## src/rtl/and_gate_pkg.sv

```systemverilog
// Shared constants and helpers for the and_gate primitive.
package and_gate_pkg;

    localparam int unsigned WIDTH_DEF   = 1;
    localparam int unsigned LATENCY_DEF = 1;
    localparam int unsigned LATENCY_MAX = 4;
    localparam int unsigned CNT_W_DEF   = 16;

    function automatic bit latency_legal(input int unsigned lat);
        return (lat >= 1) && (lat <= LATENCY_MAX);
    endfunction

endpackage

```

## src/rtl/and_gate_stage.sv

```systemverilog
// One resettable valid/data pipeline register; data holds while valid is low.
module and_gate_stage #(
    parameter int unsigned WIDTH = 1
) (
    input  logic             clk,
    input  logic             rst,
    input  logic             valid_i,
    input  logic [WIDTH-1:0] data_i,
    output logic             valid_o,
    output logic [WIDTH-1:0] data_o
);

    logic             valid_q;
    logic [WIDTH-1:0] data_q;

    always_ff @(posedge clk) begin
        if (rst) begin
            valid_q <= 1'b0;
            data_q  <= '0;
        end else begin
            valid_q <= valid_i;
            // Holding keeps idle data deterministic without extra toggling.
            if (valid_i) begin
                data_q <= data_i;
            end
        end
    end

    assign valid_o = valid_q;
    assign data_o  = data_q;

endmodule

```

## src/rtl/and_gate.sv

```systemverilog
// Bitwise AND with a combinational output, a LATENCY-deep valid-tagged
// registered path, an all-ones flag and a saturating all-ones hit counter.
module and_gate
    import and_gate_pkg::*;
#(
    parameter int unsigned WIDTH   = WIDTH_DEF,
    parameter int unsigned LATENCY = LATENCY_DEF,
    parameter int unsigned CNT_W   = CNT_W_DEF
) (
    input  logic             clk,
    input  logic             rst,
    input  logic [WIDTH-1:0] aa,
    input  logic [WIDTH-1:0] bb,
    input  logic             in_valid,
    output logic [WIDTH-1:0] out1,
    output logic [WIDTH-1:0] out1_q,
    output logic             out_valid,
    output logic             all_ones,
    output logic [CNT_W-1:0] hit_cnt
);

    localparam int unsigned DataW = WIDTH;

    typedef struct packed {
        logic             valid;
        logic [DataW-1:0] data;
    } stage_t;

    if (!latency_legal(LATENCY)) begin : gen_bad_latency
        $error("and_gate: LATENCY %0d outside 1..%0d", LATENCY, LATENCY_MAX);
    end

    logic [DataW-1:0] and_res;
    stage_t           stage_in;
    stage_t           stage_out;
    logic             vld_s [LATENCY+1];
    logic [DataW-1:0] dat_s [LATENCY+1];

    assign and_res  = aa & bb;
    assign out1     = and_res;
    assign stage_in = '{valid: in_valid, data: and_res};

    assign vld_s[0] = stage_in.valid;
    assign dat_s[0] = stage_in.data;

    for (genvar i = 0; i < LATENCY; i++) begin : gen_stage
        and_gate_stage #(
            .WIDTH (DataW)
        ) u_stage (
            .clk     (clk),
            .rst     (rst),
            .valid_i (vld_s[i]),
            .data_i  (dat_s[i]),
            .valid_o (vld_s[i+1]),
            .data_o  (dat_s[i+1])
        );
    end

    assign stage_out = '{valid: vld_s[LATENCY], data: dat_s[LATENCY]};
    assign out1_q    = stage_out.data;
    assign out_valid = stage_out.valid;
    assign all_ones  = stage_out.valid & (&stage_out.data);

    // Hit counter tracks accepted inputs directly, independent of LATENCY.
    localparam logic [CNT_W-1:0] CntMax = '1;

    logic             hit;
    logic [CNT_W-1:0] cnt_d;
    logic [CNT_W-1:0] cnt_q;

    assign hit = in_valid & (&and_res);

    always_comb begin
        cnt_d = cnt_q;
        if (hit && (cnt_q != CntMax)) begin
            cnt_d = cnt_q + 1'b1;
        end
    end

    always_ff @(posedge clk) begin
        if (rst) begin
            cnt_q <= '0;
        end else begin
            cnt_q <= cnt_d;
        end
    end

    assign hit_cnt = cnt_q;

endmodule

```

## config.mk

```make
export PLATFORM = sky130hd
export DESIGN_NAME = and_gate
export DESIGN_NICKNAME = d
export VERILOG_FILES = /design/src/rtl/and_gate_pkg.sv /design/src/rtl/and_gate_stage.sv /design/src/rtl/and_gate.sv
export SDC_FILE = /design/constraint.sdc
export NUM_CORES = 1
export LEC_CHECK = 0
export CORE_UTILIZATION = 50
export DETAILED_ROUTE_END_ITERATION = 8
export PLACE_DENSITY = 0.9
export SETUP_SLACK_MARGIN = 0.05
export SLEW_MARGIN = 20
export SYNTH_ARGS = -nofsm -noshare
export SYNTH_HDL_FRONTEND = slang
export SYNTH_HIERARCHICAL = 1
export SYNTH_SLANG_ARGS = --single-unit
```

## constraint.sdc

```tcl
create_clock -name clk -period 2.6 [get_ports clk]
set_input_delay 0.39 -clock clk [delete_from_list [all_inputs] [get_ports clk]]
set_output_delay 0.39 -clock clk [all_outputs]
set_load 0.05 [all_outputs]
```

==> impl_metrics.ini <==
[status]
status = complete, no violations

[synth]
synth_compound_area_frac = 0.178
yosysWarnings = 6
ys_seq_elements = 18
synth_xor_xnor_area_share = 0
synth_cell_types = 34
async_reset_ff_frac = 0
synth_top_family_by_area = simple AND/OR/NAND/NOR gates
syn_nets = 110
muxShareOfSynthArea = 0.0455
avgSynthCellArea_sq_um = 8.73
seq_area_frac_synth = 0.397
synthSimpleGateAreaFrac = 0.346
synth_edf_count = 0
synth_most_common_cell = dfxtp_1
syn-cell-area_sq_um = 908
synth_area_leaders = dfxtp_1 40%, a21oi_1 4.4%, nor2_1 3.7%
synth_top_cell_area_share = 0.397
synthCells = 104
synth-main-ff-cell = dfxtp_1
synthAdderAreaFrac = 0.0138
synth_top_area_cell = dfxtp_1
synth_commonest_cells = 18 x dfxtp_1, 9 x nor2_1, 8 x a21oi_1

[clocking]
cts-root-buf = clkbuf_4
cts_buffers = 3
clock_path_buffers = 2
h-tree-depth = 1
clock-sinks = 18
clk_latency_ns = 0.30
cts_tree = built
cts_setup_buffers = 0
clk_pin_slew_ns = 0.11
cts_resized = 0
postCtsHoldBufs = 0

[die]
fp.dieW_microns = 44.6
dieArea_sq_um = 1990
die_h_microns = 44.6
initial_core_util = 0.532
core.rowCount = 15
pin_count = 25
placeableCoreArea_sq_um = 1710

[routing]
drt_iter0_markers = 18
routed_wl_microns = 2230
antenna_left = 0
route.detailed.drc = 0
vias = 941
firstDrtPassIters = 4
vias_per_cell = 5.96
wl_per_cell_microns = 14.1

[place]
portBuffers = 24
detailed_place_hpwl_microns = 1680
dp_cells = 154
detailed_place.area_sq_um = 1190
gp_congestion = 0.794

[power]
power_switching_uw = 118
p_int_uw = 380
combPwrFrac = 0.083
switching_share = 0.238
powerDensity_nw_per_um2 = 406
vdd_drop_max_uv = 329
p_clk_frac = 0.355
seqPwrFrac = 0.562
p_leak_uw = 0.000408

[cells_and_area]
syn_to_final_growth_pct = 35.1
utilization = 0.719
finalNonFillerCells = 158
diodes = 0
drive_gt1_frac = 0.0827
fin_area_sq_um = 1230
nets = 140

[sta]
finalSetupViolCount = 0
rsz0062_at_grt = false
fin_worst_skew_ns = 0.00533
final-max-slew-violation-count = 0
hold_viol = 0
fin_setup_tns_ns = 0
max_freq_mhz = 446
slew_headroom = 0.554
final.min_clock_period_ns = 2.24
worst_slew_pin_slew_ns = 0.663
finalCritPeriodShare = 0.863

[global_route]
gr-total-overflow = 0
grt_antenna_before_repair = 0
track_usage = 0.239
grt_pass1_vias = 802
grt_max_degree = 11
grt_pass1_wl_microns = 3570

[critical_path]
cpMostUsedCell = clkdlybuf4s50_1
path_max_fanout = 3
cp.arrival_ns = 1.85
timing.critical_path.buf_inv = 2
crit_family = buffers and inverters
cp.required_ns = 2.21
cp_slowest_cell = clkdlybuf4s50_1
crit_chain = clkdlybuf4s50_1 -> and2_1 -> clkdlybuf4s50_1
reg2reg_slack_ns = 0.72
cp-end-kind = primary output
critPathLaunchType = input port
cpPeakStageDelay_ns = 0.81
crit_type = input port to primary output

[job]
drv_cap = 0

[hold_path]
hp-class = register to register
==> final cells by class <==
class	instances	area, sq um
timing repair buffer	26	255
multi-input combinational	81	529
inverter	4	15.0
sequential	18	360
fill	134	480
clock buffer	4	36.3
tap	25	31.3
==> kinds of logic (layout without fill, tap and decap cells) <==
group	count (synthesis)	in the layout
simple gates	52	52
compound gates	24	24
flops	18	18
buf+inv	5	34
mux	4	4
fa+ha+maj	1	1
==> through the flow <==
| stage | setup slack (ns) | hold slack, ns | power (uW) |
|---|---|---|---|
| 6_report | 0.356 | 0.524 | 498 |
| 5_1_grt | 0.312 | 0.558 | 512 |
| 3_5_place_dp | 0.358 | 0.505 | 327 |
| 3_3_place_gp | 0.399 | 0.478 | 326 |
| 2_1_floorplan | 0.524 | 0.462 | 307 |
| 4_1_cts | 0.354 | 0.523 | 497 |
==> final timing paths <==
path | from | endpoint | depth (start not counted)
max | aa | out1 | 3
min | hit_cnt[9] | hit_cnt[9] | 2
max reg2reg | hit_cnt[3] | hit_cnt[9] | 4
min reg2reg | hit_cnt[9] | hit_cnt[9] | 2
==> power by group through the flow <==
stage          combinational, uW  clock, uW  sequential [uW]
2_1_floorplan               13.0          0              294
3_3_place_gp                40.1          0              286
3_5_place_dp                40.9          0              286
4_1_cts                     41.1        176              280
5_1_grt                     43.7        188              280
6_report                    41.3        177              280
==> sequential cells by signal (all words and copies together), names as in the netlist <==
signal	count
gen_stage.u_stage/valid_o	1
hit_cnt	16
gen_stage.u_stage/data_o	1
==> placed cells by master, fill, tap and decap left out, drive strengths merged, types with 3 or more instances in the layout <==
cell type,count
a21oi,8
and2,3
and3,3
clkbuf,4
clkdlybuf4s50,24
dfxtp,18
inv,4
mux2i,3
nand2,6
nand3,5
nand4,5
nor2,9
nor3,5
nor4,4
o21ai,3
o31ai,3
or3,3
or4,3
==> worst register-to-register path, cell delays in order, from the launching register on <==
cell,delay [ns]
dfxtp_1,0.53
nand3_4,0.18
or3_4,0.45
or4_1,0.52
a21oi_1,0.15
==> metal layers <==
layer / part of all wire / GRT usage / vias to the layer above / wire [microns]
met5: 0 / 0 / - / 0
met4: 0.0094 / 0.0606 / 0 / 21
met3: 0.043 / 0.0531 / 2 / 96
met2: 0.49 / 0.400 / 29 / 1090
met1: 0.46 / 0.311 / 450 / 1020
li1: - / - / 460 / -
Note: power is estimated with default switching activity, not from simulation.
